`config.mk`:
```
export PLATFORM = sky130hd
export DESIGN_NAME = riscv_fetch_unit
export DESIGN_NICKNAME = d
export VERILOG_FILES = /design/src/rtl/riscv_pkg.sv /design/src/rtl/riscv_fetch_queue.sv /design/src/rtl/riscv_fetch_unit.sv
export SDC_FILE = /design/constraint.sdc
export NUM_CORES = 1
export LEC_CHECK = 0
export CORE_MARGIN = 2
export CORE_UTILIZATION = 50
export CTS_CLUSTER_DIAMETER = 150
export DETAILED_ROUTE_END_ITERATION = 8
export PLACE_DENSITY = 0.76
export SYNTH_ARGS = -nofsm -noshare
export SYNTH_HDL_FRONTEND = slang
export SYNTH_HIERARCHICAL = 1
export SYNTH_SLANG_ARGS = --single-unit
export TNS_END_PERCENT = 30
```
`constraint.sdc`:
```
create_clock -name clk -period 8.43 [get_ports clk]
set_input_delay 1.2645 -clock clk [delete_from_list [all_inputs] [get_ports clk]]
set_output_delay 1.2645 -clock clk [all_outputs]
set_load 0.02 [all_outputs]
```
`src/rtl/riscv_pkg.sv`:
```
// Shared RV32I core definitions: widths, reset PC, fetch entry and fetch FSM
// state types, and the optype indices that decode also uses.
package riscv_pkg;

    localparam int              XLEN       = 32;
    localparam logic [XLEN-1:0] START_ADDR = 32'h0000_0000;
    localparam logic [31:0]     INSN_NOP   = 32'h0000_0013;

    // One buffered fetch result: the word and the PC it was fetched from.
    typedef struct packed {
        logic [XLEN-1:0] pc;
        logic [31:0]     insn;
    } fetch_entry_t;

    typedef enum logic [1:0] {
        RUN     = 2'd0,
        HALTING = 2'd1,
        HALTED  = 2'd2
    } fetch_state_t;

    // Instruction format / optype indices shared with decode.
    localparam int OPT_R       = 0;
    localparam int OPT_I_ALU   = 1;
    localparam int OPT_I_LOAD  = 2;
    localparam int OPT_I_JALR  = 3;
    localparam int OPT_S       = 4;
    localparam int OPT_B       = 5;
    localparam int OPT_U_LUI   = 6;
    localparam int OPT_U_AUIPC = 7;
    localparam int OPT_J_JAL   = 8;
    localparam int NUM_OPTYPES = 9;

    // Sequential PC step; wraps modulo 2^XLEN.
    function automatic logic [XLEN-1:0] pc_next(input logic [XLEN-1:0] pc);
        return pc + XLEN'(4);
    endfunction

endpackage

```
`src/rtl/riscv_fetch_queue.sv`:
```
// Fetch queue: small synchronous FIFO of {pc, insn} entries with a
// single-cycle flush used on redirects.
module fetch_queue
    import riscv_pkg::*;
#(
    parameter int DEPTH = 4
) (
    input  logic                     clk,
    input  logic                     rst,
    input  logic                     push,
    input  fetch_entry_t             push_data,
    input  logic                     pop,
    input  logic                     flush,
    output fetch_entry_t             head,
    output logic [$clog2(DEPTH):0]   count
);

    localparam int AW = $clog2(DEPTH);
    localparam int CW = AW + 1;

    fetch_entry_t    mem [DEPTH];
    logic [AW-1:0]   wptr;
    logic [AW-1:0]   rptr;
    logic            do_push;
    logic            do_pop;

    // Flush wins over any push or pop in the same cycle.
    assign do_push = push && !flush;
    assign do_pop  = pop && !flush;
    assign head    = mem[rptr];

    // Pointer and occupancy tracking; pointers wrap naturally (DEPTH is 2^n).
    always_ff @(posedge clk or posedge rst) begin
        if (rst) begin
            wptr  <= '0;
            rptr  <= '0;
            count <= '0;
        end else if (flush) begin
            wptr  <= '0;
            rptr  <= '0;
            count <= '0;
        end else begin
            if (do_push) wptr <= wptr + AW'(1);
            if (do_pop)  rptr <= rptr + AW'(1);
            count <= count + CW'(do_push) - CW'(do_pop);
        end
    end

    // Entry storage; contents are don't-care until written.
    always_ff @(posedge clk) begin
        if (do_push) mem[wptr] <= push_data;
    end

    // The credit rule upstream must make a push into a full queue impossible.
    a_no_overflow: assert property (@(posedge clk) disable iff (rst)
        !(do_push && !do_pop && (count == CW'(DEPTH))));

endmodule

```
`src/rtl/riscv_fetch_unit.sv`:
```
// Decoupled RV32I fetch front end: credit-limited sequential requests to a
// fixed-latency in-order imem, response buffering with PC tagging, redirect
// flush with stale-response dropping, and a halt FSM for ecall.
module riscv_fetch_unit
    import riscv_pkg::*;
#(
    parameter int              XLEN       = riscv_pkg::XLEN,
    parameter logic [XLEN-1:0] START_ADDR = riscv_pkg::START_ADDR,
    parameter int              FQ_DEPTH   = 4,
    parameter int              IMEM_LAT   = 1
) (
    input  logic                        clk,
    input  logic                        rst,
    output logic                        imem_req_valid,
    input  logic                        imem_req_ready,
    output logic [XLEN-1:0]             imem_req_addr,
    input  logic                        imem_rsp_valid,
    input  logic [31:0]                 imem_rsp_data,
    input  logic                        redirect_valid,
    input  logic [XLEN-1:0]             redirect_pc,
    input  logic                        halt_req,
    output logic                        halted,
    output logic                        out_valid,
    input  logic                        out_ready,
    output logic [XLEN-1:0]             out_pc,
    output logic [31:0]                 out_insn,
    output logic [$clog2(FQ_DEPTH):0]   fq_count
);

    localparam int CW = $clog2(FQ_DEPTH) + 1;

    fetch_state_t    state;
    logic [XLEN-1:0] fetch_pc;
    logic [XLEN-1:0] rsp_pc;
    logic [XLEN-1:0] target;
    logic [CW-1:0]   inflight;
    logic [CW-1:0]   drop_cnt;
    logic [CW:0]     credit_used;
    logic            issue;
    logic            push;
    logic            pop;
    fetch_entry_t    push_entry;
    fetch_entry_t    head;

    // The logic is purely credit based and never needs the memory latency;
    // the parameter documents the attached imem.
    logic [2:0]      unused_imem_lat;
    logic            unused_redirect_lsbs;
    assign unused_imem_lat      = 3'(IMEM_LAT);
    assign unused_redirect_lsbs = ^redirect_pc[1:0];

    assign target = {redirect_pc[XLEN-1:2], 2'b00};

    // Occupancy plus outstanding requests bounds the queue: every issued
    // request already owns a slot when its response lands.
    assign credit_used    = (CW+1)'(fq_count) + (CW+1)'(inflight);
    assign imem_req_valid = !rst && (state == RUN) && !redirect_valid &&
                            (credit_used < (CW+1)'(FQ_DEPTH));
    assign imem_req_addr  = fetch_pc;
    assign issue          = imem_req_valid && imem_req_ready;

    // A response is kept only if it is not stale and no redirect is flushing.
    assign push       = imem_rsp_valid && (drop_cnt == '0) && !redirect_valid;
    assign push_entry = '{pc: rsp_pc, insn: imem_rsp_data};

    assign out_valid = (fq_count != '0) && !redirect_valid;
    assign pop       = out_valid && out_ready;
    assign out_pc    = head.pc;
    assign out_insn  = head.insn;

    fetch_queue #(
        .DEPTH (FQ_DEPTH)
    ) u_fq (
        .clk       (clk),
        .rst       (rst),
        .push      (push),
        .push_data (push_entry),
        .pop       (pop),
        .flush     (redirect_valid),
        .head      (head),
        .count     (fq_count)
    );

    // Request and response PCs; both jump to the target on a redirect.
    always_ff @(posedge clk or posedge rst) begin
        if (rst) begin
            fetch_pc <= START_ADDR;
            rsp_pc   <= START_ADDR;
        end else if (redirect_valid) begin
            fetch_pc <= target;
            rsp_pc   <= target;
        end else begin
            if (issue) fetch_pc <= pc_next(fetch_pc);
            if (push)  rsp_pc   <= pc_next(rsp_pc);
        end
    end

    // Outstanding-request credit and count of stale responses still to drop.
    always_ff @(posedge clk or posedge rst) begin
        if (rst) begin
            inflight <= '0;
            drop_cnt <= '0;
        end else begin
            inflight <= inflight + CW'(issue) - CW'(imem_rsp_valid);
            if (redirect_valid)
                drop_cnt <= inflight - CW'(imem_rsp_valid);
            else if (imem_rsp_valid && (drop_cnt != '0))
                drop_cnt <= drop_cnt - CW'(1);
        end
    end

    // Halt FSM; a redirect always restarts fetch, even over a halt request.
    always_ff @(posedge clk or posedge rst) begin
        if (rst) begin
            state  <= RUN;
            halted <= 1'b0;
        end else if (redirect_valid) begin
            state  <= RUN;
            halted <= 1'b0;
        end else begin
            case (state)
                RUN: begin
                    if (halt_req) state <= HALTING;
                end
                HALTING: begin
                    if ((inflight == '0) && !issue) begin
                        state  <= HALTED;
                        halted <= 1'b1;
                    end
                end
                HALTED: begin
                    state  <= HALTED;
                    halted <= 1'b1;
                end
                default: begin
                    state  <= RUN;
                    halted <= 1'b0;
                end
            endcase
        end
    end

endmodule
```
==> summary.txt, run 1 <==
Logic synthesis
  – Synth async-reset ratio: 0.229
  – Mapped Area: 13,700 sq um
  – Synth warnings: 6
  – Top-area cell type share of the netlist area: 0.560
  – Yosys top cell by area: edfxtp_1
  – Largest cells by area after synthesis: edfxtp_1 56%, dfrtp_1 14%, mux4_2 11%
  – Synth Flop Type: edfxtp_1
  – Post-Syn Instances: 816
  – #FFs+latches synth: 332
  – Mapped Avg Cell Area: 16.8 sq um
  – EDFF count, synth: 256
  – Yosys cell types: 60
  – Sequential cell area fraction in the yosys report: 0.699

Worst setup path
  – Critical path data arrival time: 3.27 ns
  – WS Path Type: reg -> out
  – Crit-path max FO: 49
  – Crit path launch: u_fq/rptr[0]$_DFFE_PP0P_
  – Element type at the critical path end: output pin
  – FF-to-FF Start: u_fq/count[2]$_DFF_PP0_
  – Internal reg-to-reg setup slack: 5.03 ns
  – Critical path required time: 7.17 ns
  – Worst setup SP type: flop

Clock network
  – Total clock buffers created by CTS: 34
  – Worst-path clk slew: 0.06 ns
  – Sink Count: 332
  – CTS tree: yes
  – CTS root buf: clkbuf_16
  – Post_cts resized: 0
  – Post-CTS Setup Repair Bufs: 0
  – Hold Buf Count CTS: 0
  – H-tree depth: 2
  – CTS max path bufs: 3
  – Clk_lat worst skew: 0.51 ns

Timing
  – Final setup violation count: 0
  – Layout Skew: 0.0169 ns
  – Slew Limit Fails: 0
  – Final Hold Viols: 0
  – Worst-Margin Slew: 1.02 ns
  – WHS: 0.530 ns
  – Fin crit share: 0.538
  – RSZ-0062 raised after global routing: no
  – Setup TNS: 0 ns
  – Max Clk Rate: 0.221 GHz
  – Slew headroom: 0.317
  – Fin crit period: 4.53 ns

Route
  – WL final: 27,800 um
  – Total iterations of the first detailed-routing run: 5
  – DR WL/cell: 20.3 um
  – Drt first-iter violations: 628
  – DRC: 0
  – Vias: 7,882
  – Routed Antenna Nets: 0
  – Avg Vias per Cell: 5.74

Global route
  – Vias in the first global route: 7,850
  – Initial antenna violation count: 0
  – Largest net degree at the start of global routing: 70
  – Gr usage total: 0.198
  – First-pass GRT wire length: 44,200 um
  – Congestion Overflow GR: 0

Min path
  – Worst min-delay path category: reg -> reg
  – Hold path start: state[1]$_DFFE_PP0P_

Placement
  – PortBufs: 168
  – Final HPWL DP: 16,900 um
  – Final GP Congestion: 0.889
  – Cell total after placement: 1,311

Final layout
  – Filler cell count: 1,909
  – Area occupied by multi-input gates: 3840 sq um
  – Synthesis-to-finish area growth: 22.2%
  – Most frequent cells in the layout: 256 x edfxtp_1, 167 x clkdlybuf4s50_1, 74 x dfrtp_1
  – Seq. cell area: 9590 sq um
  – Total Nets Final: 1,097
  – Commonest non-fill, non-tap cell in the layout: edfxtp_1
  – Layout cells sized above 1: 0.139
  – Inserted Diodes: 0
  – Finished Layout Cells: 1,372

Job
  – Max-cap violations: 0

Pwr
  – Pwr Density: 226 nW/um^2
  – Lkg Pwr: 5.70 nW
  – Peak VDD IR: 0.141 mV

Die
  – Core Area: 27,000 sq um
  – Site Rows: 60
  – Die ar.: 28,800 sq um
  – Die height: 170 um
  – Num ports: 173
  – Initial Util: 0.509
  – Die Span X: 170 um

Outcome
  – Status: completed
[final cells by class]
class | count | area share
Clock inverter | 11 | 0.00313
Timing Repair Buffer | 178 | 0.104
Clock buffer | 50 | 0.0593
Multi-Input combinational cell | 432 | 0.229
Inverter | 28 | 0.00627
Tap cell | 341 | 0.0254
Sequential cell | 332 | 0.572
[path summary, 6_finish.rpt]
| check | to | depth (start not counted) |
|---|---|---|
| worst max-delay path | out_pc[21] | 3 |
| worst min-delay path | state[1]$_DFFE_PP0P_ | 2 |
| worst max register to register | inflight[2]$_DFF_PP0_ | 11 |
| worst min register to register | state[1]$_DFFE_PP0P_ | 2 |
| max in group asynchronous | rsp_pc[14]$_DFFE_PP0N_ | 3 |
| min in group asynchronous | u_fq/count[2]$_DFF_PP0_ | 2 |
[critical path, cell delays in order, from the launching register on]
cell and delay, ns:
dfrtp_4 0.66, buf_4 0.84, mux4_2 0.66, clkdlybuf4s50_1 0.56
[power by group]
group	internal, mW	switching [mW]	leakage [nW]
logic	0.223	0.237	1.96
clock network	0.819	0.581	0.515
registers	1.85	0.0858	3.22
total	2.89	0.905	5.70
[state kept, by name, summed over array words and instances, names as in the netlist]
signal and cells:
inflight 3, u_fq/count 3, halted 1, u_fq/wptr 2, u_fq/rptr 2, drop_cnt 3
state 2, u_fq/mem 256, rsp_pc 30, imem_req_addr 30
[logic make-up (layout without fill, tap and decap cells)]
family          Yosys count  count (layout)  synth area share
mux                      73              73             0.112
simple gates            201             201            0.0787
fa+ha+maj                20              20            0.0193
xor+xnor                 40              40            0.0265
compound gates           88              88            0.0407
flops                   332             332             0.699
buf+inv                  61             267            0.0238
other cells               1              10          0.000273
[metal layers]
layer | share of wire | global-route usage | wire length [um]
met5 | 0 | 0 | 0
met4 | 0.019 | 0.0554 | 537
met3 | 0.076 | 0.0429 | 2130
met2 | 0.46 | 0.307 | 12800
met1 | 0.44 | 0.287 | 12400
[per-stage QoR]
stage	power [mW]	util	area [sq um]	setup WS, ns
after detailed placement	2.43	0.583	15700	3.94
final	3.79	0.622	16800	3.90
after global placement	2.41	0.583	15700	3.89
after global routing	3.96	0.622	16800	3.64
after CTS	3.83	0.622	16800	3.76
after floorplan	2.23	-	13800	4.15
[synth_stat cells (all sizes together) (3+ instances only)]
cell      n
nand3b    3
a21boi    5
nor2     32
ha       18
nor2b     4
a21oi    20
dfrtp    76
mux2i     7
nor4      9
or4       3
nor3     15
mux4     64
nand3    28
and3      7
xor2     22
clkbuf   14
edfxtp  256
and2     12
xnor2    17
o211ai   12
o21ai    29
inv      27
a41oi     3
buf      19
nand2b    4
o311ai    9
nand2    52
or3       3
nand4    22
Note: power is estimated with default switching activity, not from simulation.
==> inputs of run 2 (changes only) <==
==> constraint.sdc (replaced) <==
create_clock -name clk -period 4.7 [get_ports clk]
set_input_delay 0.705 -clock clk [delete_from_list [all_inputs] [get_ports clk]]
set_output_delay 0.705 -clock clk [all_outputs]
set_load 0.02 [all_outputs]
==> run 2 against run 1 <==
Sequential power rose by 80%. Critical endpoint is now out_insn[11]. Combinational power rose by 79%. Critical path depth did not move. Critical path type unchanged. Register-to-register slack got worse by 3.4 ns. Clock-buffer cell count fell by 3. Worst hold slack got worse by 0.0048 ns. First-iteration DRC count rose by 13%. Non-clock buffer count rose by 4.
==> summary.txt, run 2 (synthesis gave the netlist of run 1 again) <==
Global route
  – Vias in the first global route: 8,000 (was 7,850)
  – First-pass GRT wire length: 43,400 um (was 44,200 um)
  – Gr usage total: 0.195 (was 0.198)
  – Congestion Overflow GR: 0 (unchanged)
  – Initial antenna violation count: 1 (was 0)
  – Largest net degree at the start of global routing: 67 (was 70)

Timing
  – RSZ-0062 raised after global routing: no (unchanged)
  – Slew Limit Fails: 0 (unchanged)
  – Final Hold Viols: 0 (unchanged)
  – Setup TNS: 0 ns (unchanged)
  – Slew headroom: 0.359 (was 0.317)
  – Worst-Margin Slew: 0.953 ns (was 1.02 ns)
  – Fin crit period: 3.64 ns
  – Layout Skew: 0.00697 ns (was 0.0169 ns)
  – Max Clk Rate: 0.274 GHz
  – Final setup violation count: 0 (unchanged)
  – Fin crit share: 0.775

Placement
  – Final GP Congestion: 0.870 (was 0.889)
  – Final HPWL DP: 17,800 um (was 16,900 um)
  – PortBufs: 168 (unchanged)

Final layout
  – Max FFs per register: 256 (unchanged)
  – Total Nets Final: 1,101 (was 1,097)
  – Most frequent cells in the layout: 256 x edfxtp_1, 167 x clkdlybuf4s50_1, 74 x dfrtp_1 (unchanged)
  – Layout cells sized above 1: 0.139 (about the same)
  – Util after Layout: 0.626 (was 0.622)
  – Commonest non-fill, non-tap cell in the layout: edfxtp_1 (unchanged)
  – Synthesis-to-finish area growth: 22.9% (was 22.2%)
  – Inserted Diodes: 0 (unchanged)
  – Biggest register: u_fq/mem (unchanged)

Route
  – Routed Antenna Nets: 0 (unchanged)
  – Avg Vias per Cell: 5.75 (was 5.74)
  – DRC: 0 (unchanged)
  – Vias: 7,913 (was 7,882)
  – WL final: 27,600 um (was 27,800 um)
  – DR WL/cell: 20.1 um (was 20.3 um)
  – Total iterations of the first detailed-routing run: 5 (unchanged)
  – Drt first-iter violations: 710 (was 628)

Worst setup path
  – CP cell instances: buf_4 -> mux4_2 -> clkdlybuf4s50_1 (unchanged)
  – Worst setup SP type: flop (unchanged)
  – Critical path required time: 3.99 ns (was 7.17 ns)
  – Critical path data arrival time: 2.94 ns (was 3.27 ns)
  – CP delay by family, top: buffers and inverters (unchanged)
  – Element type at the critical path end: output pin (unchanged)
  – Crit-path max FO: 38 (was 49)
  – WS Path Type: reg -> out (unchanged)
  – Slowest cell on crit path: dfrtp_4 (was buf_4)
  – CP Buf/Inv Count: 2 (unchanged)
  – Critical path's largest stage delay: 0.90 ns (was 0.84 ns)

Clock network
  – Post-CTS Setup Repair Bufs: 0 (unchanged)
  – Worst-path clk slew: 0.06 ns (about the same)
  – H-tree depth: 2 (unchanged)
  – CTS root buf: clkbuf_16 (unchanged)
  – CTS max path bufs: 3 (unchanged)
  – Sink Count: 332 (unchanged)
  – CTS tree: yes (unchanged)
  – Total clock buffers created by CTS: 34 (unchanged)
  – Post_cts resized: 0 (unchanged)
  – Hold Buf Count CTS: 0 (unchanged)
  – Clk_lat worst skew: 0.50 ns (was 0.51 ns)

Die
  – Die Span X: 170 um (unchanged)
  – Die height: 170 um (unchanged)
  – Site Rows: 60 (unchanged)
  – Core Area: 27,000 sq um (unchanged)
  – Die ar.: 28,800 sq um (unchanged)
  – Initial Util: 0.509 (unchanged)
  – Num ports: 173 (unchanged)

Outcome
  – Status: completed (unchanged)

Min path
  – Worst min-delay path category: in -> async (was reg -> reg)

Pwr
  – Peak VDD IR: 0.265 mV (was 0.141 mV)
  – Pwr Density: 403 nW/um^2 (was 226 nW/um^2)
  – Lkg Pwr: 5.72 nW (was 5.70 nW)

Job
  – Max-cap violations: 0 (unchanged)
[run 2: changes by cell type in the layout (fill, tap and decap cells not counted), sizes merged]
cell / change
clkbuf: -3
buf: +4
clkinvlp: +1
bufinv: +1
[run 2: cell type report]
cell class,instances,area (sq um)
fillers,1932,10100
flip-flops and latches,332,9590
multi-input cells,432,3840
repair buffers,182,1840
clock buffers,47,941
well taps,341,427
clock inverters,13,105
inverters,28,105
[run 2: layer usage]
metal / global-route usage / wire, um
met5: 0 / 0
met4: 0.0457 / 422
met3: 0.0371 / 2110
met2: 0.307 / 13000
met1: 0.287 / 12000
[run 2: worst paths after layout]
| kind | startpoint | end | slack (ns) | cells after the start |
|---|---|---|---|---|
| max | u_fq/rptr[0]$_DFFE_PP0P_ | out_insn[11] | 1.06 | 3 |
| min | rst | u_fq/count[2]$_DFF_PP0_ | 0.53 | 2 |
| max reg2reg | u_fq/count[2]$_DFF_PP0_ | inflight[2]$_DFF_PP0_ | 1.64 | 10 |
| min reg2reg | halted$_DFFE_PP0P_ | halted$_DFFE_PP0P_ | 0.53 | 2 |
| max in group asynchronous | rst | rsp_pc[20]$_DFFE_PP0N_ | 3.03 | 3 |
| min in group clk | halted$_DFFE_PP0P_ | halted$_DFFE_PP0P_ | 0.53 | 2 |
[run 2: report_power, final]
group | switching [mW] | total (mW) | internal [mW]
Clock | 1.04 | 2.50 | 1.46
Sequential | 0.161 | 3.47 | 3.31
Combinational | 0.421 | 0.826 | 0.405
Total | 1.62 | 6.79 | 5.17
[run 2: per-stage QoR]
step	worst slack [ns]	power, mW	instances	hold WS (ns)	cell area (sq um)
5_1_grt	0.842	7.07	1375	0.544	16900
6_report	1.06	6.79	1375	0.525	16900
3_5_place_dp	1.11	4.36	1315	0.514	15800
2_1_floorplan	0.978	4.00	825	0.486	13800
3_3_place_gp	1.15	4.34	1315	0.508	15800
4_1_cts	0.950	6.87	1375	0.522	16900
[run 2: worst reg2reg max path, cell delays in order (launching register included)]
cell,delay [ns]
dfrtp_1,0.42
ha_1,0.31
or4b_4,0.57
nor3_4,0.23
inv_2,0.21
ha_1,0.34
inv_1,0.04
ha_1,0.18
fa_1,0.38
xor2_1,0.16
xnor2_1,0.12
